File: config.mk
export PLATFORM = sky130hd
export DESIGN_NAME = alu_ctrl_unit
export DESIGN_NICKNAME = d
export VERILOG_FILES = /design/src/rtl/alu_ctrl_unit.sv
export SDC_FILE = /design/constraint.sdc
export NUM_CORES = 1
export LEC_CHECK = 0
export BUFFER_PORTS_ARGS = -buffer_cell sky130_fd_sc_hd__buf_2
export CAP_MARGIN = 15
export CORE_MARGIN = 5
export CORE_UTILIZATION = 47
export CTS_CLUSTER_DIAMETER = 100
export DETAILED_ROUTE_END_ITERATION = 8
export HOLD_SLACK_MARGIN = 0.12
export PLACE_DENSITY = 0.74
export SYNTH_ARGS = -nofsm -noshare
export SYNTH_HDL_FRONTEND = slang
export SYNTH_SLANG_ARGS = --single-unit
File: constraint.sdc
create_clock -name clk_i -period 1.7 [get_ports clk_i]
set_clock_uncertainty 0.2 [all_clocks]
set_input_delay 0.17 -clock clk_i [delete_from_list [all_inputs] [get_ports clk_i]]
set_output_delay 0.17 -clock clk_i [all_outputs]
set_load 0.05 [all_outputs]
File: src/rtl/alu_ctrl_unit.sv
// Registered ALU control decoder: RV32I R/I ALU ops plus optional M ops.
// Valid/ready on both sides; M ops are sequenced for MDU_LAT cycles.
module alu_ctrl_unit #(
  parameter int CTRL_W    = 4,
  parameter int MDU_LAT   = 4,
  parameter int SUPPORT_M = 1
) (
  input  logic              clk_i,
  input  logic              rst_i,
  input  logic              in_valid_i,
  output logic              in_ready_o,
  input  logic [1:0]        alu_op_i,
  input  logic [6:0]        funct7_i,
  input  logic [2:0]        funct3_i,
  output logic              out_valid_o,
  input  logic              out_ready_i,
  output logic [CTRL_W-1:0] alu_ctrl_o,
  output logic              mdu_op_o,
  output logic              illegal_o,
  output logic              busy_o
);

  localparam logic [3:0] C_AND = 4'b0000;
  localparam logic [3:0] C_OR  = 4'b0001;
  localparam logic [3:0] C_ADD = 4'b0010;
  localparam logic [3:0] C_XOR = 4'b0011;
  localparam logic [3:0] C_SUB = 4'b0110;
  localparam logic [3:0] C_SLT = 4'b0111;
  localparam logic [3:0] C_SLL = 4'b1000;
  localparam logic [3:0] C_SRL = 4'b1001;
  localparam logic [3:0] C_SRA = 4'b1010;
  localparam logic [3:0] C_MUL = 4'b1100;
  localparam logic [3:0] C_DIV = 4'b1101;
  localparam logic [3:0] C_REM = 4'b1110;

  localparam int CW = $clog2(MDU_LAT + 1);

  typedef enum logic [1:0] {
    IDLE,
    HOLD,
    MDU
  } state_t;

  state_t        state;
  logic [CW-1:0] cnt;
  logic [3:0]    pend;
  logic [3:0]    dec_code;
  logic          dec_mdu;
  logic          dec_ill;
  logic          accept;
  logic          m_ok;

  assign m_ok = (funct7_i == 7'b0000001) && (SUPPORT_M != 0);

  always_comb begin
    dec_code = C_ADD;
    dec_mdu  = 1'b0;
    dec_ill  = 1'b0;
    case (alu_op_i)
      2'b00: dec_code = C_ADD;
      2'b01: dec_code = C_SUB;
      2'b11: begin
        case (funct3_i)
          3'b000: dec_code = C_ADD;
          3'b001: dec_code = C_SLL;
          3'b010: dec_code = C_SLT;
          3'b100: dec_code = C_XOR;
          3'b101: dec_code = funct7_i[5] ? C_SRA : C_SRL;
          3'b110: dec_code = C_OR;
          3'b111: dec_code = C_AND;
          default: dec_ill = 1'b1;
        endcase
      end
      default: begin
        unique case (1'b1)
          funct7_i == 7'b0000000: begin
            case (funct3_i)
              3'b000: dec_code = C_ADD;
              3'b001: dec_code = C_SLL;
              3'b010: dec_code = C_SLT;
              3'b100: dec_code = C_XOR;
              3'b101: dec_code = C_SRL;
              3'b110: dec_code = C_OR;
              3'b111: dec_code = C_AND;
              default: dec_ill = 1'b1;
            endcase
          end
          funct7_i == 7'b0100000: begin
            case (funct3_i)
              3'b000: dec_code = C_SUB;
              3'b101: dec_code = C_SRA;
              default: dec_ill = 1'b1;
            endcase
          end
          m_ok: begin
            case (funct3_i)
              3'b000: begin
                dec_code = C_MUL;
                dec_mdu  = 1'b1;
              end
              3'b100: begin
                dec_code = C_DIV;
                dec_mdu  = 1'b1;
              end
              3'b110: begin
                dec_code = C_REM;
                dec_mdu  = 1'b1;
              end
              default: dec_ill = 1'b1;
            endcase
          end
          default: dec_ill = 1'b1;
        endcase
      end
    endcase
  end

  assign in_ready_o = rst_i &
    ((state == IDLE) |
     ((state == HOLD) & out_ready_i));

  assign accept = in_valid_i & in_ready_o;

  always_ff @(posedge clk_i or negedge rst_i) begin
    if (!rst_i) begin
      state       <= IDLE;
      cnt         <= '0;
      pend        <= '0;
      out_valid_o <= 1'b0;
      alu_ctrl_o  <= '0;
      mdu_op_o    <= 1'b0;
      illegal_o   <= 1'b0;
      busy_o      <= 1'b0;
    end else if (accept) begin
      if (dec_mdu) begin
        state       <= MDU;
        cnt         <= CW'(MDU_LAT - 1);
        pend        <= dec_code;
        busy_o      <= 1'b1;
        out_valid_o <= 1'b0;
      end else begin
        state       <= HOLD;
        out_valid_o <= 1'b1;
        alu_ctrl_o  <= CTRL_W'(dec_code);
        mdu_op_o    <= 1'b0;
        illegal_o   <= dec_ill;
      end
    end else if (state == HOLD) begin
      if (out_ready_i) begin
        state       <= IDLE;
        out_valid_o <= 1'b0;
      end
    end else if (state == MDU) begin
      // Result appears on the same edge busy drops.
      if (cnt == CW'(1)) begin
        state       <= HOLD;
        cnt         <= '0;
        busy_o      <= 1'b0;
        out_valid_o <= 1'b1;
        alu_ctrl_o  <= CTRL_W'(pend);
        mdu_op_o    <= 1'b1;
        illegal_o   <= 1'b0;
      end else begin
        cnt <= cnt - CW'(1);
      end
    end
  end

endmodule

# Word-level counts from Yosys, hierarchy flattened

Index checks and enable logic that the tools add are counted.

Register bits after elaboration: 17
Input bits: 16
Logic and storage cells: 95

Mux-type cells: 47
Eq/ne operators: 17
Add/sub/neg operators: 1
Bitwise operators: 4
Reduce and logical (&&, ||, !) cells: 18

Operator list:

| operator             | number |
|---|---|
| $pmux W4 S6          | 2 |
| $pmux W4 S3          | 3 |
| $mux W1              | 22 |
| $mux W4              | 5 |
| $mux W3              | 5 |
| $mux W2              | 7 |
| $eq A3 B3 Y1 const B | 4 |
| $pmux W4 S2          | 1 |
| $reduce_and A4 Y1    | 2 |
| $eq A7 B1 Y1 const B | 1 |
| $eq A7 B6 Y1 const B | 1 |
| $logic_not A7 Y1     | 1 |
| $reduce_or A7 Y1     | 1 |
| $eq A3 B1 Y1 const B | 2 |
| $ne A2 B2 Y1 const B | 3 |
| $reduce_and A3 Y1    | 2 |
| $reduce_bool A3 Y1   | 2 |
| $reduce_or A3 Y1     | 2 |
| $eq A2 B1 Y1 const B | 2 |
| $eq A2 B2 Y1 const B | 2 |
| $logic_not A2 Y1     | 2 |
| $reduce_bool A2 Y1   | 2 |
| $reduce_or A2 Y1     | 2 |
| $and A1 B1 Y1        | 3 |
| other kinds (8)      | 8 |

# Depth between registers and ports, before layout

Depth after elaboration: 7
Gate-level depth with buffers: 7
Mapped depth without buffers: 7

# Worst setup path after synthesis

OpenSTA, ideal clock, no wires.

Kind: flip-flop to output port
From: reg state[0]
To: out in_ready_o
Slack: -0.632 ns
Data required time: 1.330 ns
Stages on the path, launching flop included: 3
Arrival time: 1.962 ns
Path through: dfrtp_1 -> nor2b_1 -> nor3b_1

Word-level cells in the longest chain between the ends: 4

RTL lines:

| element                | line | text |
|---|---|---|
| from (decl)            | 44   | `state_t state;` |
| from (signal assigned) | 126  | `state <= IDLE;` |
| from (signal assigned) | 136  | `state <= MDU;` |
| from (signal assigned) | 142  | `state <= HOLD;` |
| $eq A2 B1 Y1           | 120  | `((state == HOLD) & out_ready_i));` |
| $and A1 B1 Y1          | 120  |  |
| $or A1 B1 Y1 *         | 119  | `((state == IDLE) \|` |
| $and A1 B1 Y1 *        | 118  | `assign in_ready_o = rst_i &` |
| to (decl)              | 11   | `output logic in_ready_o,` |

Mark *: on every way between the ends. The rest lies on a longest branch, timed or not.

# Worst setup path in the final report

From: reg state[0]
To: reg alu_ctrl_o[1]

Word-level cells in the longest chain between the ends: 7

RTL lines:

| element                                                      | line     | text |
|---|---|---|
| $eq A2 B1 Y1                                                 | 120, 148 |  |
| $and A1 B1 Y1                                                | 120      |  |
| $or A1 B1 Y1                                                 | 119      |  |
| $and A1 B1 Y1                                                | 118      |  |
| $and A1 B1 Y1                                                | 122      | `assign accept = in_valid_i & in_ready_o;` |
| $ne A2 B2 Y1 (no line) or $reduce_bool A2 Y1 (tied branches) | --       |  |
| $reduce_and A4 Y1 (no line)                                  | --       |  |
| to (signal assigned)                                         | 144      | `alu_ctrl_o <= CTRL_W'(dec_code);` |
| to (signal assigned)                                         | 160      | `alu_ctrl_o <= CTRL_W'(pend);` |
| to (decl)                                                    | 17       | `output logic [CTRL_W-1:0] alu_ctrl_o,` |

Several ways; a longest one is shown, not always the timed one.
A chain may end at the register's enable or synchronous reset.

==> run metrics <==
Die Area=around 3300 um^2; Syn Inst Count=around 120; core box area=2190 um^2; Ports=25; port bufs=24; Area contributors post-synth=dfrtp_1, nand2_1, o21ai_0; register area=403 um^2; Largest stage delay, worst path=410 ps; Yosys reg bits=16; CTS H-Tree Depth=1; worst hold margin=144 ps; WHS Endpoint=pend[1]$_DFFE_PN0P_; Total Wirelength=2770 um; power per cell area=1210 nW/um^2; pin count of the biggest net entering global routing=11; GR Util All Layers=0.177; yosys warns=0; most frequent cell after synthesis=dfrtp_1; # diodes=0; top_reg_cell synth=dfrtp_1; Switching Fraction=0.442; Syn Area/Cell=9.13 um^2; row count=17; status=complete, but fails checks; number of remaining DRC errors=0; leakage power=0.000718 uW; Initial Utilization=0.488; worst-skew pair later-pin latency=280 ps; share of post-route cells with drive strength above 1=0.419; FILL cells=178; CP Capture Type=register; post-synthesis sequential area ratio=0.375; Tot Pwr=1850 uW; Post-synth EDFFs=0; min cycle time layout=1710 ps; clk sinks=16; TritonCTS Buffers=3; final worst slack=-9.73 ps; Die X=~58 um; Final GP Congestion=0.917; CP Buf/Inv Count=1; Critical Path Source Type=register; syn_nets=135; vias post-DR=1093; Avg WL per Cell=between 10 and 15 um; cell area after synthesis=1070 um^2; Layout area overhead=42.9%; Hold Path Depth=5; multi-input logic area=681 um^2; Clock Tree Buf Depth=2; Design Area, Final=1530 um^2; Flop pwr share=0.318; Routed Antenna Nets=0; clock transition at the registers of the reported paths=90 ps; Slew HR=0.679; crit path kind=register to register; final count of hold timing violations=0; vias per cell=5.61; WP data arrival=1690 ps; Detailed Place HPWL=between 2000 and 2500 um; worst reg2reg path depth=6; slowest CP cell=dfrtp_2; failing checks=negative setup slack; final setup violating endpoints=3; router iterations before antenna repair=4; Synth top cells by count=dfrtp_1, nand2_1, o21ai_0; crit share post-route=1.01; f_max=0.585 GHz; Slew Limit Fails=0; Iteration-0 DRC Markers=26; Clock Power Share=0.136; post-synth top area cell=dfrtp_1; Hold Crit Start=funct7_i[2]; first-pass GRT wire length=~4700 um; die height=57.7 um; flop2flop setup slack=-10 ps; antenna violations before repair=0; Yosys cell types=44; fin nets=186; crit-path cells=nor2b_4, nand4bb_4, a21oi_4, buf_6, nor2_2, a221o_1; grt ovf=0; CP delay by family, top=compound AO/OA/AOI/OAI gates; CTS tree=built; switching component of the power=818 uW; vias in the first global route=1092; Async SR Flop Fraction=1.00; worst min-delay path category=primary input to register; critical-path maximum fanout=4; worst r2r dst=alu_ctrl_o[1]$_DFFE_PN0P_; clk root buf=clkbuf_4; RSZ-0062 raised after global routing=true; Slew @ Worst Pin=about 480 ps; DP Area=1400 um^2; Int Pwr=1030 uW; CP required=roughly 1700 ps; Max rail drop VDD=roughly 0.00090 V; Comb pwr share=0.546; Max Cap Violations=0; reg2reg start=state[0]$_DFFE_PN0P_; Yosys top cell area share=0.375
## worst register-to-register path, delay by kind of cell, from the launching register on
family	cells	cell delay (ps)
AOI/OAI and AO/OA	2	470
DFF	1	410
and+or+nand+nor	3	410
buffers and inverters	1	120
## routing by layer
| layer | routed length, um | global-route usage | vias up |
|---|---|---|---|
| met2 | 1480 | 0.331 | 28 |
| met4 | 35 | 0.0695 | 0 |
| met5 | 0 | 0 | - |
| li1 | - | - | 537 |
| met1 | 1140 | 0.207 | 524 |
| met3 | 114 | 0.0111 | 4 |
## how the worst max path moves through the flow
| stage | endpoint | startpoint | depth (start not counted) | slack (ps) |
|---|---|---|---|---|
| 4_1_cts | alu_ctrl_o[1]$_DFFE_PN0P_ | state[0]$_DFFE_PN0P_ | 6 | -7 |
| 2_1_floorplan | pend[0]$_DFFE_PN0P_ | state[0]$_DFFE_PN0P_ | 4 | -100 |
| 5_1_grt | alu_ctrl_o[3]$_DFFE_PN0P_ | state[0]$_DFFE_PN0P_ | 6 | -80 |
| 3_5_place_dp | alu_ctrl_o[1]$_DFFE_PN0P_ | funct7_i[1] | 6 | -80 |
| 3_3_place_gp | alu_ctrl_o[1]$_DFFE_PN0P_ | funct7_i[1] | 6 | -30 |
| 6_report | alu_ctrl_o[1]$_DFFE_PN0P_ | state[0]$_DFFE_PN0P_ | 6 | -10 |
## cells in the final DEF (no fill, tap or decap), types with 2 or more instances in the layout
cell	count
o31ai_1	2
nor2b_1	2
a31oi_1	2
dfrtp_1	14
o21ai_0	6
o22ai_1	4
buf_4	23
clkbuf_4	3
dlygate4sd3_1	4
nand3_1	3
o21ai_1	4
buf_6	3
buf_2	22
a21oi_1	4
dfrtp_2	2
ha_1	2
a211oi_1	2
inv_1	4
nand2_1	13
a221o_1	3
xnor2_1	2
nand2b_1	6
nor2_1	5
o41ai_1	2
o2111ai_1	2
## power by group through the flow
stage	Sequential (uW)	Combinational (uW)	Clock, uW
finish	588	1010	252
global route	603	1090	272
CTS	586	980	253
detailed placement	592	951	0
global placement	585	937	0
floorplan	861	391	0
## per-stage QoR
stage / std cells / utilization / worst slack [ps] / setup TNS, ps
finish: 195 / 0.697 / -9.73 / -16.1
global route: 195 / 0.697 / -81.2 / -360
CTS: 193 / 0.682 / -7.13 / -7.97
detailed placement: 184 / 0.641 / -84.9 / -185
global placement: 184 / 0.641 / -26.7 / -43.7
floorplan: 117 / - / -95.7 / -294
## cell families (layout without fill, tap and decap cells)
logic type | after synthesis | in the layout | synth area share
AOI/OAI and AO/OA | 39 | 39 | 0.253
xor gates and xnor gates | 2 | 2 | 0.0164
and+or+nand+nor | 46 | 46 | 0.263
DFF | 16 | 16 | 0.375
buffers and inverters | 10 | 60 | 0.0480
adders and majority gates | 2 | 2 | 0.0234
muxes | 2 | 2 | 0.0211
## timing repair
action / in CTS / in global routing
hold buffers: 4 / 0
setup endpoints to repair: 4 / 8
pin swaps: 0 / 2
resized for setup: 3 / 7
hold endpoints to repair: 18 / 0
setup buffers: 1 / 2
## layout make-up
type,instances,area share
tap,28,0.0230
timing repair buffer,52,0.234
clock buffer,4,0.0238
inverter,4,0.00984
multi-input combinational,91,0.446
sequential,16,0.264
## sequential cells by signal, summed over array words and instances (netlist names)
name	count
alu_ctrl_o	4
busy_o	1
mdu_op_o	1
cnt	3
illegal_o	1
state	2
pend	4
Note: power is estimated with default switching activity, not from simulation.
